[src/rtl/rv_cpu_pkg.sv]
// rv_cpu_pkg: shared opcode, funct3/funct7 constants and ALU operation encoding
// No ports; imported by rv_alu and rv_cpu_core.
package rv_cpu_pkg;
    localparam logic [6:0] OP_R      = 7'b0110011;
    localparam logic [6:0] OP_I      = 7'b0010011;
    localparam logic [6:0] OP_LOAD   = 7'b0000011;
    localparam logic [6:0] OP_STORE  = 7'b0100011;
    localparam logic [6:0] OP_BRANCH = 7'b1100011;
    localparam logic [6:0] OP_JAL    = 7'b1101111;
    localparam logic [2:0] F3_ADD = 3'b000;
    localparam logic [2:0] F3_SLT = 3'b010;
    localparam logic [2:0] F3_XOR = 3'b100;
    localparam logic [2:0] F3_OR  = 3'b110;
    localparam logic [2:0] F3_AND = 3'b111;
    localparam logic [2:0] F3_BEQ = 3'b000;
    localparam logic [2:0] F3_BNE = 3'b001;
    localparam logic [2:0] F3_W   = 3'b010;
    localparam logic [6:0] F7_BASE = 7'b0000000;
    localparam logic [6:0] F7_SUB  = 7'b0100000;
    typedef enum logic [2:0] {
        ALU_ADD = 3'd0,
        ALU_SUB = 3'd1,
        ALU_AND = 3'd2,
        ALU_OR  = 3'd3,
        ALU_XOR = 3'd4,
        ALU_SLT = 3'd5
    } alu_op_e;
endpackage

[src/rtl/rv_alu.sv]
// rv_alu: 32-bit combinational ALU
// Ports: a, b operands; op operation (alu_op_e encoding); y result; zero set when y == 0.
module rv_alu
    import rv_cpu_pkg::*;
(
    input  logic [31:0] a,
    input  logic [31:0] b,
    input  logic [2:0]  op,
    output logic [31:0] y,
    output logic        zero
);
    assign y = op == ALU_SUB ? a - b :
               op == ALU_AND ? a & b :
               op == ALU_OR  ? a | b :
               op == ALU_XOR ? a ^ b :
               op == ALU_SLT ? {31'b0, $signed(a) < $signed(b)} :
                               a + b;
    assign zero = y == 32'b0;
endmodule

[src/rtl/rv_cpu_core.sv]
// rv_cpu_core: single-cycle RV32I-subset CPU running a fixed ROM program
// Ports: clk rising-edge clock; reset async active-low; out registered x30[9:0].
module rv_cpu_core
    import rv_cpu_pkg::*;
#(
    parameter int IMEM_WORDS = 64,
    parameter int DMEM_WORDS = 32
) (
    input  logic       clk,
    input  logic       reset,
    output logic [9:0] out
);
    localparam int DW = $clog2(DMEM_WORDS);

    logic [31:0] pc_q, pc_d, instr, rs1_v, rs2_v, alu_b, alu_y, wb, rdata;
    logic [31:0] imm_i, imm_s, imm_b, imm_j;
    logic [31:0] regs_q [32];
    logic [31:0] dmem_q [DMEM_WORDS];
    logic [9:0]  out_q;
    logic [5:0]  iidx;
    logic [DW-1:0] didx;
    logic [6:0]  opc, f7;
    logic [4:0]  rs1, rs2, rd;
    logic [2:0]  f3;
    logic        rf_we, dm_we, zero;
    alu_op_e     alu_op;

    function automatic logic [31:0] rom_word(input logic [5:0] i);
        case (i)
            6'd0:    return 32'h00000093;
            6'd1:    return 32'h00100113;
            6'd2:    return 32'h00B00193;
            6'd3:    return 32'h002080B3;
            6'd4:    return 32'h00110113;
            6'd5:    return 32'h00008F33;
            6'd6:    return 32'hFE311AE3;
            6'd7:    return 32'h00102023;
            6'd8:    return 32'h00002203;
            6'd9:    return 32'h00420F33;
            6'd10:   return 32'h0000006F;
            default: return 32'h00000013;
        endcase
    endfunction

    assign iidx  = 6'(32'(pc_q[7:2]) % IMEM_WORDS);
    assign instr = rom_word(iidx);
    assign opc   = instr[6:0];
    assign rd    = instr[11:7];
    assign f3    = instr[14:12];
    assign rs1   = instr[19:15];
    assign rs2   = instr[24:20];
    assign f7    = instr[31:25];
    assign imm_i = {{20{instr[31]}}, instr[31:20]};
    assign imm_s = {{20{instr[31]}}, instr[31:25], instr[11:7]};
    assign imm_b = {{19{instr[31]}}, instr[31], instr[7], instr[30:25], instr[11:8], 1'b0};
    assign imm_j = {{11{instr[31]}}, instr[31], instr[19:12], instr[20], instr[30:21], 1'b0};
    assign rs1_v = rs1 == 5'd0 ? 32'b0 : regs_q[rs1];
    assign rs2_v = rs2 == 5'd0 ? 32'b0 : regs_q[rs2];
    assign didx  = DW'(32'(alu_y[6:2]) % DMEM_WORDS);
    assign rdata = dmem_q[didx];
    assign out   = out_q;

    rv_alu u_alu (.a(rs1_v), .b(alu_b), .op(alu_op), .y(alu_y), .zero(zero));

    always_comb begin
        alu_b  = rs2_v;
        alu_op = ALU_ADD;
        rf_we  = 1'b0;
        dm_we  = 1'b0;
        wb     = alu_y;
        pc_d   = pc_q + 32'd4;
        case (opc)
            OP_R: begin
                // Only the six supported R-type combinations write back; anything else is a NOP.
                rf_we  = (f7 == F7_BASE && (f3 == F3_ADD || f3 == F3_SLT || f3 == F3_XOR ||
                          f3 == F3_OR || f3 == F3_AND)) || (f7 == F7_SUB && f3 == F3_ADD);
                alu_op = f7 == F7_SUB ? ALU_SUB : f3 == F3_AND ? ALU_AND : f3 == F3_OR ? ALU_OR :
                         f3 == F3_XOR ? ALU_XOR : f3 == F3_SLT ? ALU_SLT : ALU_ADD;
            end
            OP_I: begin
                alu_b = imm_i;
                rf_we = f3 == F3_ADD;
            end
            OP_LOAD: begin
                alu_b = imm_i;
                rf_we = f3 == F3_W;
                wb    = rdata;
            end
            OP_STORE: begin
                alu_b = imm_s;
                dm_we = f3 == F3_W;
            end
            OP_BRANCH: begin
                alu_op = ALU_SUB;
                pc_d   = (f3 == F3_BEQ && zero) || (f3 == F3_BNE && !zero) ? pc_q + imm_b : pc_q + 32'd4;
            end
            OP_JAL: begin
                rf_we = 1'b1;
                wb    = pc_q + 32'd4;
                pc_d  = pc_q + imm_j;
            end
            default: ;
        endcase
    end

    always_ff @(posedge clk or negedge reset) begin
        if (!reset) begin
            pc_q  <= '0;
            out_q <= '0;
            for (int i = 0; i < 32; i++) regs_q[i] <= '0;
        end else begin
            pc_q <= pc_d;
            if (rf_we && rd != 5'd0) regs_q[rd] <= wb;
            if (rf_we && rd == 5'd30) out_q <= wb[9:0];
        end
    end

    // Data RAM is not cleared by reset; stores are suppressed while reset is held.
    always_ff @(posedge clk) begin
        if (dm_we && reset) dmem_q[didx] <= rs2_v;
    end
endmodule

[config.mk]
export PLATFORM = sky130hd
export DESIGN_NAME = rv_cpu_core
export DESIGN_NICKNAME = d
export VERILOG_FILES = /design/src/rtl/rv_cpu_pkg.sv /design/src/rtl/rv_alu.sv /design/src/rtl/rv_cpu_core.sv
export SDC_FILE = /design/constraint.sdc
export NUM_CORES = 2
export LEC_CHECK = 0
export ABC_AREA = 1
export BUFFER_PORTS_ARGS = -buffer_cell sky130_fd_sc_hd__buf_2
export CORE_MARGIN = 10
export CORE_UTILIZATION = 40
export DETAILED_ROUTE_END_ITERATION = 12
export PLACE_DENSITY_LB_ADDON = 0.12
export SLEW_MARGIN = 40
export SYNTH_ARGS = -nofsm -noshare
export SYNTH_HDL_FRONTEND = slang
export SYNTH_SLANG_ARGS = --single-unit
[constraint.sdc]
create_clock -name clk -period 17.86 [get_ports clk]
set_clock_uncertainty 0.1 [all_clocks]
set_input_delay 3.572 -clock clk [delete_from_list [all_inputs] [get_ports clk]]
set_output_delay 3.572 -clock clk [all_outputs]
set_load 0.005 [all_outputs]
* After elaboration in Yosys (flattened, before gate mapping)
Memories as Yosys holds them, arrays and structs flattened.
Cells that the tools add are included.
** Storage, ports and cells
- Input bits :: 2
- Memories kept :: 2
- Bits in writable memories :: 1024
- Output and inout port bits :: 10
- Bits in latches :: 0
- Word-level logic and storage cells :: 124
- Register bits :: 1066
- Bits in read-only memories :: 416
** Memory list
- dmem_q :: depth 32, bits a word 32, read ports 1, clocked after Yosys merged registers in 0, write ports 1, line rv_cpu_core.sv:18 : logic [31:0] dmem_q [DMEM_WORDS];
- (name not given) :: depth 16, bits a word 26, read ports 1, clocked after Yosys merged registers in 0, write ports 0, line rv_cpu_core.sv:29 : case (i)
** Operators by class
- Magnitude comparators :: 5
- Reduce and logical (&&, ||, !) cells :: 23
- Multiply operators :: 0
- Bitwise logic cells :: 6
- Shift-type cells :: 0
- Divide/modulo/power cells :: 0
- Multiplexer cells :: 31
- Equal/unequal tests :: 18
- $add $sub $neg :: 5
** Operators by type and width (number)
- 1024-bit bitwise mux :: 1
- 32-bit two-way mux :: 14
- 32-bit binary-select mux with 5-bit select :: 2
- 32-bit case mux with 2 select lines :: 3
- 32-bit demux with 5-bit select :: 1
- 32-bit adder :: 3
- 32-bit by 3-bit adder with 32-bit output, second input constant :: 1
- 32-bit AND :: 1
- 32-bit logical NOT :: 1
- 32-bit less-than comparator :: 1
- 32-bit OR :: 1
- 32-bit subtractor :: 1
- 32-bit bitwise XOR :: 1
- 7-bit by 6-bit equality test with 1-bit output, second input constant :: 3
- 6-bit >= comparator, second input constant :: 3
- 5-bit NOT with 6-bit output :: 3
- 3-bit equality test, second input constant :: 5
- 3-bit two-way mux :: 5
- 7-bit equality test, second input constant :: 2
- 5-bit logical NOT :: 2
- 3-bit by 2-bit equality test with 1-bit output, second input constant :: 3
- 1-bit logical AND :: 8
- 7-bit by 2-bit equality test with 1-bit output, second input constant :: 1
- 7-bit by 5-bit equality test with 1-bit output, second input constant :: 1
- other kinds (13) :: 21

* Longest topological paths before layout
- Depth after elaboration :: 21
- Mapped depth :: 41
- Gate-level depth less buffers :: 38

* By module
Synthesis repeated with hierarchy kept, for this count alone.
** Unflattened totals
- Cells, all modules :: 6847
- Area, all modules :: 67109.4 µm²
** By module, submodules not included
- rv_cpu_core :: cells an instance 5530, times used 1, area an instance 60615.6 µm², seq. area each 41334.6 µm²
- rv_alu :: cells an instance 1317, times used 1, area an instance 6493.7 µm², seq. area each 0.0 µm²

* Worst setup path after synthesis
No wires, ideal clock.
- Path kind :: reg-to-reg
- Start point :: register pc_q[2]
- End point :: memory dmem_q[20][0], enable pin
- Period minus slack after synthesis :: 7.727 ns
- Cell stages (with the launch flop) :: 28
- Required time :: 17.339 ns
- Buffers on the path :: 2
- Library setup time :: 0.421 ns
- Slack :: 10.133 ns
- Arrival :: 7.206 ns
- Path through :: dfrtp_1 > inv_1 > ha_1 > nor2_1 > a21oi_1 > nand2_1 > inv_1 > clkbuf_1 > nand2_1 > nand3_1 > o21ai_0 > nand2_1 > nand2_1 > a211oi_1 > a21oi_1 > inv_1 > ha_1 > nor2_1 > nand3_1 > nand3_1 > xor2_1 > nor2_1 > nor2_4 > inv_2 > nor3_2 > clkbuf_1 > inv_1 > nor2_1
** On the way
- Elaborated cells on any way between the ends :: 51
- Classes of those cells :: 2 x add/sub; 15 x eq/ne; 24 x mux; 5 x bitwise; 4 x reduce/logical; 1 x memory
** RTL lines
- from (decl) :: line rv_cpu_core.sv:15 : logic [31:0] pc_q, pc_d, instr, rs1_v, rs2_v, alu_b, alu_y, wb, rdata;
- from (signal assigned) :: line rv_cpu_core.sv:112 : pc_q <= pc_d;
- memory 16 x 26 bit *
- 32-bit two-way mux * :: line rv_cpu_core.sv:29
- 5-bit NOT with 6-bit output (implied by the code) :: line rv_cpu_core.sv:58 : assign rs2_v = rs2 == 5'd0 ? 32'b0 : regs_q[rs2];
- 32-bit binary-select mux with 5-bit select :: line rv_cpu_core.sv:58
- 32-bit two-way mux (implied by the code) (2 in a row) :: line rv_cpu_core.sv:58
- 32-bit two-way mux * :: line rv_cpu_core.sv:58
- net rs2_v[1] :: line rv_cpu_core.sv:15
- 32-bit case mux with 2 select lines * :: line rv_cpu_core.sv:72 : case (opc)
- 32-bit adder :: line rv_alu.sv:17 : a + b;
- 32-bit two-way mux :: line rv_alu.sv:16 : op == ALU_SLT ? {31'b0, $signed(a) < $signed(b)} :
- 32-bit two-way mux :: line rv_alu.sv:15 : op == ALU_XOR ? a ^ b :
- 32-bit two-way mux :: line rv_alu.sv:14 : op == ALU_OR ? a | b :
- 32-bit two-way mux :: line rv_alu.sv:13 : op == ALU_AND ? a & b :
- 32-bit two-way mux * :: line rv_alu.sv:12 : assign y = op == ALU_SUB ? a - b :
- to (decl) :: line rv_cpu_core.sv:18
The timed path passes the listed nets; every way through them passes the cells marked *. The select of a mux whose other input is x is not followed.

* Worst setup path after layout
- Start point :: register pc_q[7]
- End point :: register pc_q[7]
** On the way
- Longest elaborated chain between the ends :: 21
- Elaborated cells on any way between the ends :: 61
- Classes of those cells :: 5 x add/sub; 1 x order compare; 17 x eq/ne; 23 x mux; 5 x bitwise; 10 x reduce/logical
** Ends and longest elaborated chain (line)
- parallel branches: the longest is 20 deep, another holds 32-bit adder
- 32-bit case mux with 2 select lines * :: rv_cpu_core.sv:72
- net pc_d[7] :: rv_cpu_core.sv:15
Mark *: on every way through the listed nets, which the timed path passes. The select of a mux whose other input is x is not followed.
A chain may end at the register's enable or synchronous reset.

==> flow_metrics.tcl <==
set metrics [dict create \
    ys_seq_area_share_pct 60.33 \
    cts_resized 0 \
    vdd_drop_max_v 0.00007788 \
    initial_utilization_pct 40.23 \
    synth-edff-count 1024 \
    netlist_area_sq_mm 0.06540 \
    cts_hold_buf 0 \
    cp-startpoint "pc_q[7]" \
    synth_area_per_cell_sq_um 9.370 \
    worst-endpoint-required_ns 18.45 \
    dr.pass1.iters 6 \
    slew_headroom_pct 40.38 \
    worstSetupStartpointType "flop" \
    place_ws_ns 9.043 \
    grt_max_degree 152 \
    layout_common_cells "nand2_1, edfxtp_1, inv_1, nor2_1, o21ai_0" \
    grt_pass1_wl_microns 331000 \
    dp_hpwl_microns 140900 \
    outcome "finished clean" \
    synth-simple-area-share_pct 18.33 \
    clockBufferDepth 3 \
    die_y_microns 424.4 \
    cts_buffers 149 \
    hp-class "flop to flop" \
    nets 6924 \
    cts_tree "built" \
    cts_setup_buffers 0 \
    crit_fanout 53 \
    grt_pass1_vias 47510 \
    wl_per_cell_microns 25.04 \
    via_count 49730 \
    arrival_ns 9.65 \
    drt_iter0_markers 5485 \
    synth_top_family_by_area "simple AND/OR/NAND/NOR gates" \
    grt_overflow 0 \
    synth-xor-area-share_pct 0.8839 \
    end_kind "flop" \
    cts_sinks 1372 \
    finalHoldViolations 0 \
    layout_commonest_cell "nand2_1" \
    cpMostUsedCell "nand2_1" \
    cp_slowest_cell "nor3_1" \
    slowest_delay_ns 0.84 \
    seqCellArea_sq_mm 0.03946 \
    finalCriticalPeriod_ns 9.060 \
    yosysUniqueCellTypes 56 \
    multi_input_area_sq_mm 0.02177 \
    synth_cells 6980 \
    synth.area.mux_share_pct 0 \
    r2r_setup_slack_ns 8.80 \
    power.leakage_nw 29.96 \
    clk_pin_slew_worst_paths_ns 0.07 \
    fp.coreArea_sq_mm 0.1626 \
    min_period_over_period_pct 50.73 \
    syn-num-nets 7094 \
    rows 148 \
    ys_seq_elements 1372 \
    r2r_end "pc_q[7]" \
    tightest_slew_ns 0.8922 \
    setup_ws_ns 8.800 \
    cp-endpoint "pc_q[7]" \
    crit_type "flop to flop" \
    wl_microns 227900 \
    ant_nets 0 \
    setup_violations 0 \
    io_pins 12 \
    grt_usage_pct 24.65 \
    max_freq_mhz 110.4 \
    maxSlewViolCount 0 \
    synth_compound_gate_area_share_pct 11.17 \
    area_delta_synth_final_pct 10.88 \
    gp_congestion 0.9598 \
    dieArea_sq_mm 0.1801 \
    cts_htree_levels 4 \
    fin_tns_setup_ns 0 \
    rr_startpoint "pc_q[7]" \
    clkLatencyLatePin_ns 0.82 \
    synth_ff_type "edfxtp_1" \
    layout-drive-gt1-share_pct 7.464 \
    rsz0062_at_grt "false" \
    dieWidth_microns 424.4 \
    vias_per_cell 5.462 \
    fill_cells 15690 \
    p_per_area_mw_per_mm2 88.29 \
    synth_fa_ha_area_share_pct 2.189 \
    cap_violations 0 \
    drc 0 \
    io_buffers 11 \
    cts_root_buf "clkbuf_16" \
    async_flop_share_pct 25.36 \
    reg2reg_depth 29 \
    grt_antenna_before_repair 8 \
    ys_warn_count 0 \
]
per-stage QoR:
stage          area [sq um]  power (mW)  util, %  std cells  hold slack, ns
4_1_cts               72350       6.455    44.50       9096          0.2746
6_report              72510       6.402    44.60       9104          0.2750
2_1_floorplan         65400       3.470        -       6980          0.3240
5_1_grt               72510       6.586    44.60       9102          0.2858
3_3_place_gp          67570       3.494    41.56       8823          0.2601
3_5_place_dp          67720       3.494    41.65       8828          0.2605
routing by layer:
layer / routed length, microns / vias to the layer above / GRT usage, %
met5: 23 / - / 0
met4: 6650 / 4 / 7.407
met3: 15860 / 381 / 4.072
met2: 103500 / 1839 / 38.75
met1: 101900 / 24450 / 34.93
li1: - / 23050 / -
worst min path at each step:
stage | startpoint | slack (ns) | end | depth (start not counted)
after floorplan | regs_q[670] | 0.32 | regs_q[670] | 1
after global placement | regs_q[860] | 0.26 | regs_q[860] | 0
after detailed placement | regs_q[832] | 0.26 | regs_q[832] | 0
after CTS | regs_q[832] | 0.27 | regs_q[832] | 0
after global routing | regs_q[726] | 0.29 | regs_q[726] | 0
final | regs_q[643] | 0.27 | regs_q[643] | 0
Yosys cell counts (10+ instances only):
library cell | n | area share (%)
nand3b_1 | 26 | 0.30
nor4_1 | 11 | 0.11
o211ai_1 | 62 | 0.71
dfrtp_1 | 348 | 13
edfxtp_1 | 1024 | 47
ha_1 | 108 | 2.1
o311ai_0 | 13 | 0.17
nor3_1 | 46 | 0.35
clkbuf_1 | 290 | 1.7
xor2_1 | 50 | 0.67
a21oi_1 | 170 | 1.3
o21ai_0 | 503 | 3.8
inv_1 | 726 | 4.2
nor2_1 | 584 | 3.4
nand4_1 | 27 | 0.26
o21ai_1 | 225 | 1.7
o21bai_1 | 11 | 0.13
nand2_1 | 1855 | 11
xnor2_1 | 16 | 0.21
nand3_1 | 297 | 2.3
inv_2 | 10 | 0.057
or2_2 | 52 | 0.50
buf_2 | 111 | 0.85
o22ai_1 | 262 | 2.5
a211oi_1 | 18 | 0.21
buf_1 | 29 | 0.17
worst max-delay path: cells and delay by family (launching register included):
| family | cells | cell delay (ns) |
|---|---|---|
| simple gates | 22 | 5.55 |
| flops | 1 | 0.45 |
| fa+ha+maj | 1 | 0.52 |
| buf+inv | 6 | 2.23 |
final cells by class:
class	count	share of cell area [%]
clock inverter	69	0.6626
inverter	743	3.875
sequential	1372	54.41
tap	2175	3.753
clock buffer	199	5.717
timing repair buffer	120	1.544
antenna	2	0.006902
multi-input combinational	4424	30.03
state kept, by name, indices dropped and copies added (netlist names):
| signal | cells |
|---|---|
| dmem_q | 1024 |
| out | 10 |
| regs_q | 307 |
| pc_q | 31 |
cells by family (layout without fill, tap and decap cells):
group / count (synthesis) / in the layout
AOI/OAI and AO/OA: 1311 / 1311
xor gates and xnor gates: 66 / 66
adders and majority gates: 112 / 112
buffers and inverters: 1184 / 1131
DFF: 1372 / 1372
other: 0 / 2
and+or+nand+nor: 2935 / 2935
where the power goes:
part	total [mW]	switching, mW	internal, mW	leakage, nW
registers	3.40	0.00374	3.40	13.9
logic	0.0293	0.0218	0.00750	13.8
clock network	2.97	1.30	1.67	2.26
Power figures use the tool's default switching activity.
